## config.mk

```make
export PLATFORM = sky130hd
export DESIGN_NAME = rom_rr_arbiter_flat
export DESIGN_NICKNAME = d
export VERILOG_FILES = /design/src/rtl/rom_rr_arbiter_pkg.sv /design/src/rtl/rom_rr_arbiter_if.sv /design/src/rtl/rom_rr_arbiter_rr_pick.sv /design/src/rtl/rom_rr_arbiter.sv /design/src/flat_wrapper.sv
export SDC_FILE = /design/constraint.sdc
export NUM_CORES = 1
export LEC_CHECK = 0
export ABC_CLOCK_PERIOD_IN_PS = 6070
export BUFFER_PORTS_ARGS = -buffer_cell sky130_fd_sc_hd__buf_2
export CORE_MARGIN = 1
export CORE_UTILIZATION = 48
export DETAILED_ROUTE_END_ITERATION = 16
export HOLD_SLACK_MARGIN = 0.08
export PLACE_DENSITY = 0.86
export SETUP_SLACK_MARGIN = 0.5
export SLEW_MARGIN = 10
export SYNTH_ARGS = -nofsm -noshare
export SYNTH_HDL_FRONTEND = slang
export SYNTH_SLANG_ARGS = --single-unit
export TNS_END_PERCENT = 30
```

## constraint.sdc

```tcl
create_clock -name clk -period 6.07 [get_ports clk]
set_input_delay 1.5175 -clock clk [delete_from_list [all_inputs] [get_ports clk]]
set_output_delay 1.5175 -clock clk [all_outputs]
set_load 0.01 [all_outputs]
```

## src/rtl/rom_rr_arbiter_pkg.sv

```systemverilog
// Shared types for the ROM round-robin arbiter: FSM states, in-flight tag
// layout and the rotate-and-pick priority helper.
package rom_arb_pkg;

    localparam int MAX_NREQ = 8;
    localparam int ID_W     = 3;

    typedef enum logic [1:0] {
        RUN    = 2'd0,
        DRAIN  = 2'd1,
        HALTED = 2'd2
    } state_e;

    typedef struct packed {
        logic            vld;
        logic [ID_W-1:0] id;
    } tag_t;

    // Searches upward from ptr and wraps at n, so the pointer position itself has top priority.
    function automatic logic [MAX_NREQ-1:0] rotPick(
        input logic [MAX_NREQ-1:0] req,
        input logic [ID_W-1:0]     ptr,
        input int unsigned         n
    );
        logic [MAX_NREQ-1:0] pick;
        logic [ID_W-1:0]     sel;
        int unsigned         idx;
        pick = '0;
        for (int unsigned k = 0; k < MAX_NREQ; k++) begin
            idx = (32'(ptr) + k) % n;
            sel = ID_W'(idx);
            if ((k < n) && (pick == '0) && req[sel]) begin
                pick[sel] = 1'b1;
            end
        end
        return pick;
    endfunction

endpackage

```

## src/rtl/rom_rr_arbiter_if.sv

```systemverilog
// Client/ROM-side bus of the arbiter. The slave modport is the arbiter; the
// master modport is whoever plays the requesters and the ROM.
interface rom_rr_arbiter_if #(
    parameter int AW   = 4,
    parameter int DW   = 16,
    parameter int NREQ = 4
);
    logic [NREQ-1:0]    req;
    logic [NREQ*AW-1:0] req_addr;
    logic [NREQ-1:0]    gnt;
    logic               halt;
    logic               halted;
    logic               rom_en;
    logic [AW-1:0]      rom_addr;
    logic [DW-1:0]      rom_dout;
    logic [NREQ-1:0]    rsp_valid;
    logic [DW-1:0]      rsp_data;

    modport slave (
        input  req, req_addr, halt, rom_dout,
        output gnt, halted, rom_en, rom_addr, rsp_valid, rsp_data
    );

    modport master (
        output req, req_addr, halt, rom_dout,
        input  gnt, halted, rom_en, rom_addr, rsp_valid, rsp_data
    );
endinterface

```

## src/rtl/rom_rr_arbiter_rr_pick.sv

```systemverilog
// Combinational round-robin selector: one-hot winner plus its binary index.
module rr_pick
    import rom_arb_pkg::*;
#(
    parameter int NREQ = 4,
    parameter int IDW  = 2
) (
    input  logic [NREQ-1:0] req_i,
    input  logic [IDW-1:0]  ptr_i,
    output logic [NREQ-1:0] gnt_o,
    output logic [IDW-1:0]  idx_o
);

    always_comb begin
        gnt_o = NREQ'(rotPick(MAX_NREQ'(req_i), ID_W'(ptr_i), NREQ));
        idx_o = '0;
        for (int i = 0; i < NREQ; i++) begin
            if (gnt_o[i]) begin
                idx_o = IDW'(i);
            end
        end
    end

endmodule

```

## src/rtl/rom_rr_arbiter.sv

```systemverilog
// Shares one synchronous ROM among NREQ requesters with round-robin grants,
// a tag pipeline that routes read data back, and a halt/drain FSM.
module rom_rr_arbiter
    import rom_arb_pkg::*;
#(
    parameter int AW      = 4,
    parameter int DW      = 16,
    parameter int NREQ    = 4,
    parameter int ROM_LAT = 1
) (
    input  logic            clk,
    input  logic            rst,
    rom_rr_arbiter_if.slave bus
);

    localparam int IDW = (NREQ > 1) ? $clog2(NREQ) : 1;

    state_e          state_q, state_d;
    logic [IDW-1:0]  ptr_q, ptr_d;
    tag_t            pipe_q [ROM_LAT];
    tag_t            pipe_d [ROM_LAT];

    logic [NREQ-1:0] pickGnt;
    logic [IDW-1:0]  pickIdx;
    logic [NREQ-1:0] gnt;
    logic            grantEn;
    logic            xfer;
    logic            pipeEmpty;
    tag_t            lastTag;

    rr_pick #(
        .NREQ (NREQ),
        .IDW  (IDW)
    ) u_pick (
        .req_i (bus.req),
        .ptr_i (ptr_q),
        .gnt_o (pickGnt),
        .idx_o (pickIdx)
    );

    // Grants are suppressed while reset is held and in the very cycle halt is first seen.
    always_comb begin
        grantEn      = (state_q == RUN) && !bus.halt && !rst;
        gnt          = grantEn ? pickGnt : '0;
        xfer         = |gnt;
        bus.gnt      = gnt;
        bus.rom_en   = xfer;
        bus.rom_addr = '0;
        for (int i = 0; i < NREQ; i++) begin
            if (gnt[i]) begin
                bus.rom_addr = bus.req_addr[i*AW +: AW];
            end
        end
    end

    always_comb begin
        ptr_d = ptr_q;
        if (xfer) begin
            ptr_d = (pickIdx == IDW'(NREQ - 1)) ? '0 : pickIdx + 1'b1;
        end
        pipe_d[0] = '{vld: xfer, id: ID_W'(pickIdx)};
        for (int s = 1; s < ROM_LAT; s++) begin
            pipe_d[s] = pipe_q[s-1];
        end
        pipeEmpty = 1'b1;
        for (int s = 0; s < ROM_LAT; s++) begin
            if (pipe_q[s].vld) begin
                pipeEmpty = 1'b0;
            end
        end
    end

    // The last tag stage lines up with the cycle the ROM word appears on rom_dout.
    always_comb begin
        lastTag       = pipe_q[ROM_LAT-1];
        bus.rsp_valid = '0;
        bus.rsp_data  = '0;
        if (lastTag.vld) begin
            bus.rsp_valid = NREQ'(1) << lastTag.id;
            bus.rsp_data  = bus.rom_dout;
        end
    end

    always_comb begin
        state_d    = state_q;
        bus.halted = 1'b0;
        case (state_q)
            RUN: begin
                if (bus.halt) state_d = DRAIN;
            end
            DRAIN: begin
                if (!bus.halt)     state_d = RUN;
                else if (pipeEmpty) state_d = HALTED;
            end
            HALTED: begin
                bus.halted = 1'b1;
                if (!bus.halt) state_d = RUN;
            end
            default: state_d = RUN;
        endcase
    end

    always_ff @(posedge clk or posedge rst) begin
        if (rst) begin
            state_q <= RUN;
            ptr_q   <= '0;
            for (int s = 0; s < ROM_LAT; s++) begin
                pipe_q[s] <= '0;
            end
        end else begin
            state_q <= state_d;
            ptr_q   <= ptr_d;
            for (int s = 0; s < ROM_LAT; s++) begin
                pipe_q[s] <= pipe_d[s];
            end
        end
    end

endmodule

```

## src/flat_wrapper.sv

```systemverilog
// flat-port wrapper written by rule: the top's interface ports become plain ports
module rom_rr_arbiter_flat import rom_arb_pkg::*;
#(
    parameter int AW      = 4,
    parameter int DW      = 16,
    parameter int NREQ    = 4,
    parameter int ROM_LAT = 1
)
  (clk, rst, bus_req, bus_req_addr, bus_halt, bus_rom_dout, bus_gnt, bus_halted, bus_rom_en, bus_rom_addr, bus_rsp_valid, bus_rsp_data);
  rom_rr_arbiter_if #(.AW(AW), .DW(DW), .NREQ(NREQ)) bus_i ();
  input  logic clk;
  input  logic rst;
  input wire logic [$bits(bus_i.req)-1:0] bus_req;
  input wire logic [$bits(bus_i.req_addr)-1:0] bus_req_addr;
  input wire logic [$bits(bus_i.halt)-1:0] bus_halt;
  input wire logic [$bits(bus_i.rom_dout)-1:0] bus_rom_dout;
  output wire logic [$bits(bus_i.gnt)-1:0] bus_gnt;
  output wire logic [$bits(bus_i.halted)-1:0] bus_halted;
  output wire logic [$bits(bus_i.rom_en)-1:0] bus_rom_en;
  output wire logic [$bits(bus_i.rom_addr)-1:0] bus_rom_addr;
  output wire logic [$bits(bus_i.rsp_valid)-1:0] bus_rsp_valid;
  output wire logic [$bits(bus_i.rsp_data)-1:0] bus_rsp_data;
  assign bus_i.req = bus_req;
  assign bus_i.req_addr = bus_req_addr;
  assign bus_i.halt = bus_halt;
  assign bus_i.rom_dout = bus_rom_dout;
  assign bus_gnt = bus_i.gnt;
  assign bus_halted = bus_i.halted;
  assign bus_rom_en = bus_i.rom_en;
  assign bus_rom_addr = bus_i.rom_addr;
  assign bus_rsp_valid = bus_i.rsp_valid;
  assign bus_rsp_data = bus_i.rsp_data;
  rom_rr_arbiter #(.AW(AW), .DW(DW), .NREQ(NREQ), .ROM_LAT(ROM_LAT)) u_core (.clk(clk), .rst(rst), .bus(bus_i));
endmodule
```

==> impl_table.tex, run 1 <==
\begin{tabular}{lr}
\hline
Metric & Value \\
\hline
\multicolumn{2}{l}{\textbf{Setup path}} \\
Most repeated library cell on the critical path & sky130\_fd\_sc\_hd\_\_buf\_2 \\
Worst Path Buf+Inv & 2 \\
Critical-path cell list & buf\_2 -> mux4\_2 -> a21boi\_4 -> a21o\_1 -> a31o\_2 -> o31ai\_2 -> nand3\_1 -> a311oi\_1 -> buf\_2 \\
Crit Path Category & in -> out \\
CP max FO & 7 \\
Cell family with most CP delay & compound AO/OA/AOI/OAI gates \\
Standard cell with the maximum stage delay on the critical path & sky130\_fd\_sc\_hd\_\_mux4\_2 \\
Required time at the worst-slack endpoint & 4.55 ns \\
Category of the worst setup path capture point & output pin \\
Critical path launch point type & primary input \\
Worst path arrival time & 3.92 ns \\
Stage delay of the slowest cell on the critical path & 0.52 ns \\
\multicolumn{2}{l}{\textbf{GRT}} \\
Number of antenna violations at the first check in global routing & 0 \\
Overall routing resource usage & 0.269 \\
Overflow after GRT & 0 \\
First-pass GRT wire length & 5520 um \\
Largest net degree at the start of global routing & 22 \\
Number of global-route vias before repair & 1275 \\
\multicolumn{2}{l}{\textbf{Layout}} \\
Commonest cells after routing, fill and taps aside & sky130\_fd\_sc\_hd\_\_buf\_2, sky130\_fd\_sc\_hd\_\_and2\_1, sky130\_fd\_sc\_hd\_\_nor3\_1, sky130\_fd\_sc\_hd\_\_nand3\_1 \\
Ratio of cells with drive above 1 in the final layout & 0.421 \\
Synth-to-layout area growth & 32.4\% \\
Final design instance area without fill & 1630 um2 \\
Final \#Nets & 257 \\
Commonest non-fill, non-tap cell in the layout & sky130\_fd\_sc\_hd\_\_buf\_2 \\
Diodes inserted & 0 \\
\multicolumn{2}{l}{\textbf{Clock network}} \\
Clock tree from TritonCTS & done \\
Clock edge transition at the registers on the reported setup and hold paths & 0.05 ns \\
Root buffer selected by CTS & sky130\_fd\_sc\_hd\_\_clkbuf\_4 \\
Cts bufs inserted & 3 \\
Postcts setup bufs & 0 \\
Sinks on the clock net & 7 \\
Max clock buf depth & 2 \\
Number of hold buffers added after CTS & 0 \\
Clock Latency Late Sink & 0.26 ns \\
H-tree lvl count & 1 \\
\multicolumn{2}{l}{\textbf{Placed design}} \\
Post-DP Area & 1590 um2 \\
Detail Placement HPWL & 2950 um \\
Total of buffers placed on input and output ports & 68 \\
Global placement routability congestion & 0.873 \\
\multicolumn{2}{l}{\textbf{Floorplanning}} \\
Starting utilization of the core area & 0.532 \\
Core box area & 2320 um2 \\
Die Height & 52.7 um \\
Die ar. & 2770 um2 \\
Rows & 17 \\
Number of top-level pins & 69 \\
Die width & 52.7 um \\
\multicolumn{2}{l}{\textbf{Detailed routing}} \\
Detailed Route Iter0 Violations & 33 \\
Detailed-route vias per instance & 6.05 \\
Number of nets with antenna violations after routing & 0 \\
Number of optimization iterations in the first detailed-route pass & 4 \\
Routed length per instance & 15.9 um \\
Final wirelength & 3770 um \\
Vias & 1434 \\
DRC violation count after routing & 0 \\
\multicolumn{2}{l}{\textbf{Timing}} \\
Slew @ Worst Pin & 0.616 ns \\
Relative slew slack & 0.586 \\
Post-layout minimum cycle time & 5.43 ns \\
Post-route clock period utilization & 0.895 \\
Fmax achieved & 184 MHz \\
Clock skew after layout & 0.00609 ns \\
Count of endpoints failing setup in the final report & 0 \\
Final Max Slew Viols & 0 \\
Setup repair after global routing missed its margin & false \\
Sum Neg Setup Slack & 0 ns \\
Fin. Hold Viols & 0 \\
\multicolumn{2}{l}{\textbf{Yosys}} \\
Proportion of synthesized chip area in sequential cells & 0.142 \\
Dominant cells by area after synthesis & sky130\_fd\_sc\_hd\_\_dfrtp\_1, sky130\_fd\_sc\_hd\_\_and2\_1, sky130\_fd\_sc\_hd\_\_ha\_1 \\
Count of flip-flops with a built-in enable after synthesis & 0 \\
Area of the mapped netlist & 1230 um2 \\
Async S/R FF share, synth & 1.00 \\
Biggest area consumer among synthesized cells & sky130\_fd\_sc\_hd\_\_dfrtp\_1 \\
Number of nets produced by synthesis & 188 \\
Instance count of the mapped netlist & 141 \\
Avg Inst Size Synth & 8.74 um2 \\
Count of synthesis-stage warnings from yosys & 0 \\
Proportion of netlist area held by the largest area contributor & 0.142 \\
Dominant register cell in the synthesized netlist & sky130\_fd\_sc\_hd\_\_dfrtp\_1 \\
Post-synthesis register bit count & 7 \\
Distinct cell type count after synthesis & 49 \\
\multicolumn{2}{l}{\textbf{Pwr}} \\
Leak pwr & 0.814 nW \\
Total power & 0.000878 W \\
Max VDD drop & 347 uV \\
P per Cell Area & 538 nW/um2 \\
\multicolumn{2}{l}{\textbf{Status}} \\
Outcome & finished clean \\
\multicolumn{2}{l}{\textbf{Hold path}} \\
Type of the most critical hold path & reg -> reg \\
\multicolumn{2}{l}{\textbf{Run}} \\
Max cap viols & 0 \\
\hline
\end{tabular}
report_power, final:
group,leakage [nW],internal (W),switching [W]
clock network,0.0150,0.0000252,0.0000189
registers,0.0872,0.0000678,0.0000419
logic,0.712,0.000296,0.000428
total,0.814,0.000389,0.000489
layout make-up:
| type | count | area [um2] |
|---|---|---|
| repair buffers | 69 | 348 |
| clock buffers | 4 | 26.3 |
| fillers | 182 | 687 |
| inverters | 6 | 22.5 |
| flip-flops and latches | 7 | 175 |
| multi-input cells | 123 | 1020 |
| well taps | 28 | 35.0 |
cells in the mapped netlist, types with 3 or more instances:
cell type	count
sky130_fd_sc_hd__nor2b_1	6
sky130_fd_sc_hd__nor2_1	5
sky130_fd_sc_hd__a311oi_1	4
sky130_fd_sc_hd__and2_1	17
sky130_fd_sc_hd__inv_1	6
sky130_fd_sc_hd__ha_1	8
sky130_fd_sc_hd__a21oi_1	4
sky130_fd_sc_hd__nor3b_1	3
sky130_fd_sc_hd__mux4_2	3
sky130_fd_sc_hd__nor3_1	9
sky130_fd_sc_hd__and3_1	3
sky130_fd_sc_hd__nand3_1	9
sky130_fd_sc_hd__o31ai_1	3
sky130_fd_sc_hd__nand4_1	3
sky130_fd_sc_hd__dfrtp_1	7
sky130_fd_sc_hd__nand2_1	8
final timing paths:
check	from	end	slack, ns	cells past startpoint
max	bus_req[2]	bus_rom_addr[3]	0.64	9
min	u_core.state_q[1]$_DFFE_PP0P_	u_core.state_q[0]$_DFFE_PP0P_	0.53	1
max reg2reg	u_core.ptr_q[0]$_DFFE_PP0P_	u_core.ptr_q[0]$_DFFE_PP0P_	2.24	12
min reg2reg	u_core.state_q[1]$_DFFE_PP0P_	u_core.state_q[0]$_DFFE_PP0P_	0.53	1
max in group asynchronous	rst	u_core.state_q[0]$_DFFE_PP0P_	4.65	2
min in group asynchronous	rst	u_core.lastTag[0]$_DFF_PP0_	1.20	2
worst register-to-register path: cells and delay by family, from the launching register on:
family          cells  cell delay, ns
buf+inv             1            0.21
mux                 2            0.79
flops               1            0.60
compound gates      5            1.44
fa+ha+maj           2            0.57
simple gates        2            0.17
cell families (layout without fill, tap and decap cells):
kind of cell    Yosys count  after routing  synth area share
compound gates           34             34             0.273
fa+ha+maj                 8              8            0.0812
buf+inv                  11             79            0.0406
flops                     7              7             0.142
mux                       9              9             0.132
simple gates             72             72             0.331
state kept, by name, indices dropped and copies added (netlist names):
register	count
u_core.state_q	2
u_core.ptr_q	2
u_core.lastTag	3
metal layers:
| layer | vias up | share of wire | GRT usage | wire length (um) |
|---|---|---|---|---|
| met3 | 10 | 0.078 | 0.0261 | 293 |
| li1 | 685 | - | - | - |
| met2 | 80 | 0.53 | 0.540 | 2000 |
| met5 | - | 0 | 0 | 0 |
| met4 | 0 | 0.012 | 0.0965 | 46 |
| met1 | 659 | 0.38 | 0.280 | 1430 |
through the flow:
stage                     hold slack [ns]  instances  worst slack, ns   util
after floorplan                     0.459        141             1.01      -
after global placement              0.473        233            0.684  0.685
after detailed placement            0.504        233            0.576  0.685
after CTS                           0.522        237            0.569  0.696
after global routing                0.536        237            0.543  0.704
final                               0.530        237            0.637  0.704
repair_timing:
action | CTS | global route
endpoints found under the hold margin | 0 | 0
endpoints found under the setup margin | 0 | 4
gates resized for setup | 0 | 4
Power figures use the tool's default switching activity.
==> run 2: changes to the inputs <==
--- a/config.mk
+++ b/config.mk
@@ -5,11 +5,12 @@
 export SDC_FILE = /design/constraint.sdc
 export NUM_CORES = 1
 export LEC_CHECK = 0
-export ABC_CLOCK_PERIOD_IN_PS = 6070
+export ABC_CLOCK_PERIOD_IN_PS = 6900
 export BUFFER_PORTS_ARGS = -buffer_cell sky130_fd_sc_hd__buf_2
 export CORE_MARGIN = 1
 export CORE_UTILIZATION = 48
 export DETAILED_ROUTE_END_ITERATION = 16
+export GPL_ROUTABILITY_DRIVEN = 0
 export HOLD_SLACK_MARGIN = 0.08
 export PLACE_DENSITY = 0.86
 export SETUP_SLACK_MARGIN = 0.5
==> constraint.sdc (replaced) <==
create_clock -name clk -period 6.9 [get_ports clk]
set_input_delay 1.725 -clock clk [delete_from_list [all_inputs] [get_ports clk]]
set_output_delay 1.725 -clock clk [all_outputs]
set_load 0.01 [all_outputs]
==> run 2 against run 1 <==
Effect of this change: clock skew is 0.0072 ns higher; total power shrank 16%; die area unchanged; clock power decreased by 15%; combinational power down 16%; global-route usage down 0.59 points; via count down 2.9%; cell area decreased by 1.1%; largest power group unchanged; core utilization down 0.76 points; largest cell class unchanged.
==> impl_table.tex, run 2 (same netlist as run 1, synthesis figures left out) <==
\begin{tabular}{lr}
\hline
Metric & Value \\
\hline
\multicolumn{2}{l}{\textbf{Floorplanning}} \\
Rows & 17 (unchanged) \\
Die ar. & 2770 um2 (unchanged) \\
Core box area & 2320 um2 (unchanged) \\
Die Height & 52.7 um (unchanged) \\
Die width & 52.7 um (unchanged) \\
Starting utilization of the core area & 0.532 (unchanged) \\
Number of top-level pins & 69 (unchanged) \\
\multicolumn{2}{l}{\textbf{Clock network}} \\
Postcts setup bufs & 0 (unchanged) \\
Number of hold buffers added after CTS & 0 (unchanged) \\
Clock tree from TritonCTS & done (unchanged) \\
Cts bufs inserted & 3 (unchanged) \\
Max clock buf depth & 2 (unchanged) \\
Sinks on the clock net & 7 (unchanged) \\
Clock Latency Late Sink & 0.26 ns (about the same) \\
Root buffer selected by CTS & sky130\_fd\_sc\_hd\_\_clkbuf\_4 (unchanged) \\
\# resized after CTS & 0 (unchanged) \\
Clock edge transition at the registers on the reported setup and hold paths & 0.04 ns (was 0.05 ns) \\
H-tree lvl count & 1 (unchanged) \\
\multicolumn{2}{l}{\textbf{Setup path}} \\
Crit Path Category & in -> out (unchanged) \\
CP max FO & 7 (unchanged) \\
Worst Reg2Reg Path Length in Cells & 11 (was 12) \\
Critical-path cell list & buf\_2 -> mux4\_2 -> a21boi\_4 -> a22oi\_1 -> nand4\_1 -> o31ai\_1 -> nand3\_1 -> a311oi\_1 -> buf\_2 (was buf\_2 -> mux4\_2 -> a21boi\_4 -> a21o\_1 -> a31o\_2 -> o31ai\_2 -> nand3\_1 -> a311oi\_1 -> buf\_2) \\
Most repeated library cell on the critical path & sky130\_fd\_sc\_hd\_\_buf\_2 (unchanged) \\
Cell family with most CP delay & compound AO/OA/AOI/OAI gates (unchanged) \\
Category of the worst setup path capture point & output pin (unchanged) \\
Worst path arrival time & 4.18 ns (was 3.92 ns) \\
Stage delay of the slowest cell on the critical path & 0.51 ns (was 0.52 ns) \\
Worst Path Buf+Inv & 2 (unchanged) \\
Critical path launch point type & primary input (unchanged) \\
Required time at the worst-slack endpoint & 5.18 ns (was 4.55 ns) \\
Worst path depth & 9 (unchanged) \\
Standard cell with the maximum stage delay on the critical path & sky130\_fd\_sc\_hd\_\_mux4\_2 (unchanged) \\
\multicolumn{2}{l}{\textbf{Pwr}} \\
Max VDD drop & 280 uV (was 347 uV) \\
P per Cell Area & 458 nW/um2 (was 538 nW/um2) \\
Leak pwr & 0.811 nW (was 0.814 nW) \\
\multicolumn{2}{l}{\textbf{Timing}} \\
Fmax achieved & 169 MHz \\
Relative slew slack & 0.553 (was 0.586) \\
Slew @ Worst Pin & 0.664 ns (was 0.616 ns) \\
Fin. Hold Viols & 0 (unchanged) \\
Count of endpoints failing setup in the final report & 0 (unchanged) \\
Final Max Slew Viols & 0 (unchanged) \\
Post-layout minimum cycle time & 5.90 ns \\
Clock skew after layout & 0.0133 ns (was 0.00609 ns) \\
Post-route clock period utilization & 0.856 \\
Setup repair after global routing missed its margin & false (unchanged) \\
Sum Neg Setup Slack & 0 ns (unchanged) \\
\multicolumn{2}{l}{\textbf{Layout}} \\
Final \#Nets & 257 (unchanged) \\
Synth-to-layout area growth & 31.0\% (was 32.4\%) \\
Commonest cells after routing, fill and taps aside & sky130\_fd\_sc\_hd\_\_buf\_2, sky130\_fd\_sc\_hd\_\_and2\_1, sky130\_fd\_sc\_hd\_\_nor3\_1, sky130\_fd\_sc\_hd\_\_nand3\_1 (unchanged) \\
Final design instance area without fill & 1610 um2 (was 1630 um2) \\
Diodes inserted & 0 (unchanged) \\
Commonest non-fill, non-tap cell in the layout & sky130\_fd\_sc\_hd\_\_buf\_2 (unchanged) \\
Fill cell count & 189 (was 182) \\
Number of flip-flops under the largest register name & 3 (unchanged) \\
Ratio of cells with drive above 1 in the final layout & 0.407 (was 0.421) \\
\multicolumn{2}{l}{\textbf{Detailed routing}} \\
Routed length per instance & 14.2 um (was 15.9 um) \\
Vias & 1392 (was 1434) \\
Detailed Route Iter0 Violations & 22 (was 33) \\
Number of optimization iterations in the first detailed-route pass & 4 (unchanged) \\
Detailed-route vias per instance & 5.87 (was 6.05) \\
DRC violation count after routing & 0 (unchanged) \\
Final wirelength & 3360 um (was 3770 um) \\
Number of nets with antenna violations after routing & 0 (unchanged) \\
\multicolumn{2}{l}{\textbf{Status}} \\
Outcome & finished clean (unchanged) \\
\multicolumn{2}{l}{\textbf{Placed design}} \\
Post-DP Area & 1590 um2 (unchanged) \\
Detail Placement HPWL & 2770 um (was 2950 um) \\
Total of buffers placed on input and output ports & 68 (unchanged) \\
\multicolumn{2}{l}{\textbf{GRT}} \\
Largest net degree at the start of global routing & 22 (unchanged) \\
Overall routing resource usage & 0.263 (was 0.269) \\
First-pass GRT wire length & 5510 um (was 5520 um) \\
Number of global-route vias before repair & 1266 (was 1275) \\
Number of antenna violations at the first check in global routing & 0 (unchanged) \\
Overflow after GRT & 0 (unchanged) \\
\multicolumn{2}{l}{\textbf{Hold path}} \\
Type of the most critical hold path & reg -> reg (unchanged) \\
Worst hold path depth & 1 (unchanged) \\
\multicolumn{2}{l}{\textbf{Run}} \\
Max cap viols & 0 (unchanged) \\
\hline
\end{tabular}
-- run 2: cell counts in the layout (fill, tap and decap cells not counted) --
Identical to the previous run, type by type.
-- run 2: area by class of cell --
type	instances	area, um2	share of cell area
Sequential cell	7	175	0.109
Clock buffer	4	26.3	0.0163
Tap cell	28	35.0	0.0217
Timing Repair Buffer	69	348	0.216
Inverter	6	22.5	0.0140
Multi-Input combinational cell	123	1010	0.624
-- run 2: power breakdown --
group / switching, W / internal (W) / total [W]
registers: 0.0000344 / 0.0000598 / 0.0000942
clock network: 0.0000156 / 0.0000221 / 0.0000377
logic: 0.000355 / 0.000252 / 0.000607
total: 0.000405 / 0.000334 / 0.000739
-- run 2: worst reg2reg max path, stage by stage, from the launching register on --
cell and delay [ns]:
sky130_fd_sc_hd__dfrtp_1 0.58, sky130_fd_sc_hd__inv_1 0.20, sky130_fd_sc_hd__ha_1 0.36, sky130_fd_sc_hd__mux4_2 0.54
sky130_fd_sc_hd__a21boi_4 0.18, sky130_fd_sc_hd__a211o_4 0.36, sky130_fd_sc_hd__a21o_1 0.21, sky130_fd_sc_hd__a41oi_1 0.52
sky130_fd_sc_hd__nand2_1 0.18, sky130_fd_sc_hd__ha_1 0.21, sky130_fd_sc_hd__a2111oi_0 0.30, sky130_fd_sc_hd__mux2_2 0.23
-- run 2: path summary, 6_finish.rpt --
path,from,end,slack (ns)
max,bus_req[2],bus_rom_addr[3],1.0
min,u_core.state_q[1]$_DFFE_PP0P_,u_core.state_q[0]$_DFFE_PP0P_,0.50
max reg2reg,u_core.ptr_q[0]$_DFFE_PP0P_,u_core.ptr_q[0]$_DFFE_PP0P_,2.97
min reg2reg,u_core.state_q[1]$_DFFE_PP0P_,u_core.state_q[0]$_DFFE_PP0P_,0.50
max in group asynchronous,rst,u_core.lastTag[3]$_DFF_PP0_,5.28
min in group asynchronous,rst,u_core.lastTag[0]$_DFF_PP0_,1.40
-- run 2: stage by stage --
stage	utilization	setup WS [ns]	power (W)	hold WS (ns)	instances
2_1_floorplan	-	1.42	0.000561	0.459	141
3_3_place_gp	0.685	1.11	0.000675	0.472	233
3_5_place_dp	0.685	1.03	0.000691	0.487	233
4_1_cts	0.696	1.03	0.000732	0.495	237
5_1_grt	0.696	0.808	0.000803	0.537	237
6_report	0.696	0.995	0.000739	0.499	237
-- run 2: metal layers --
layer,vias to the layer above,GRT usage,share of wire
met4,0,0.0702,0.0089
met3,7,0.0580,0.078
met2,71,0.496,0.50
li1,686,-,-
met5,-,0,0
met1,628,0.291,0.41
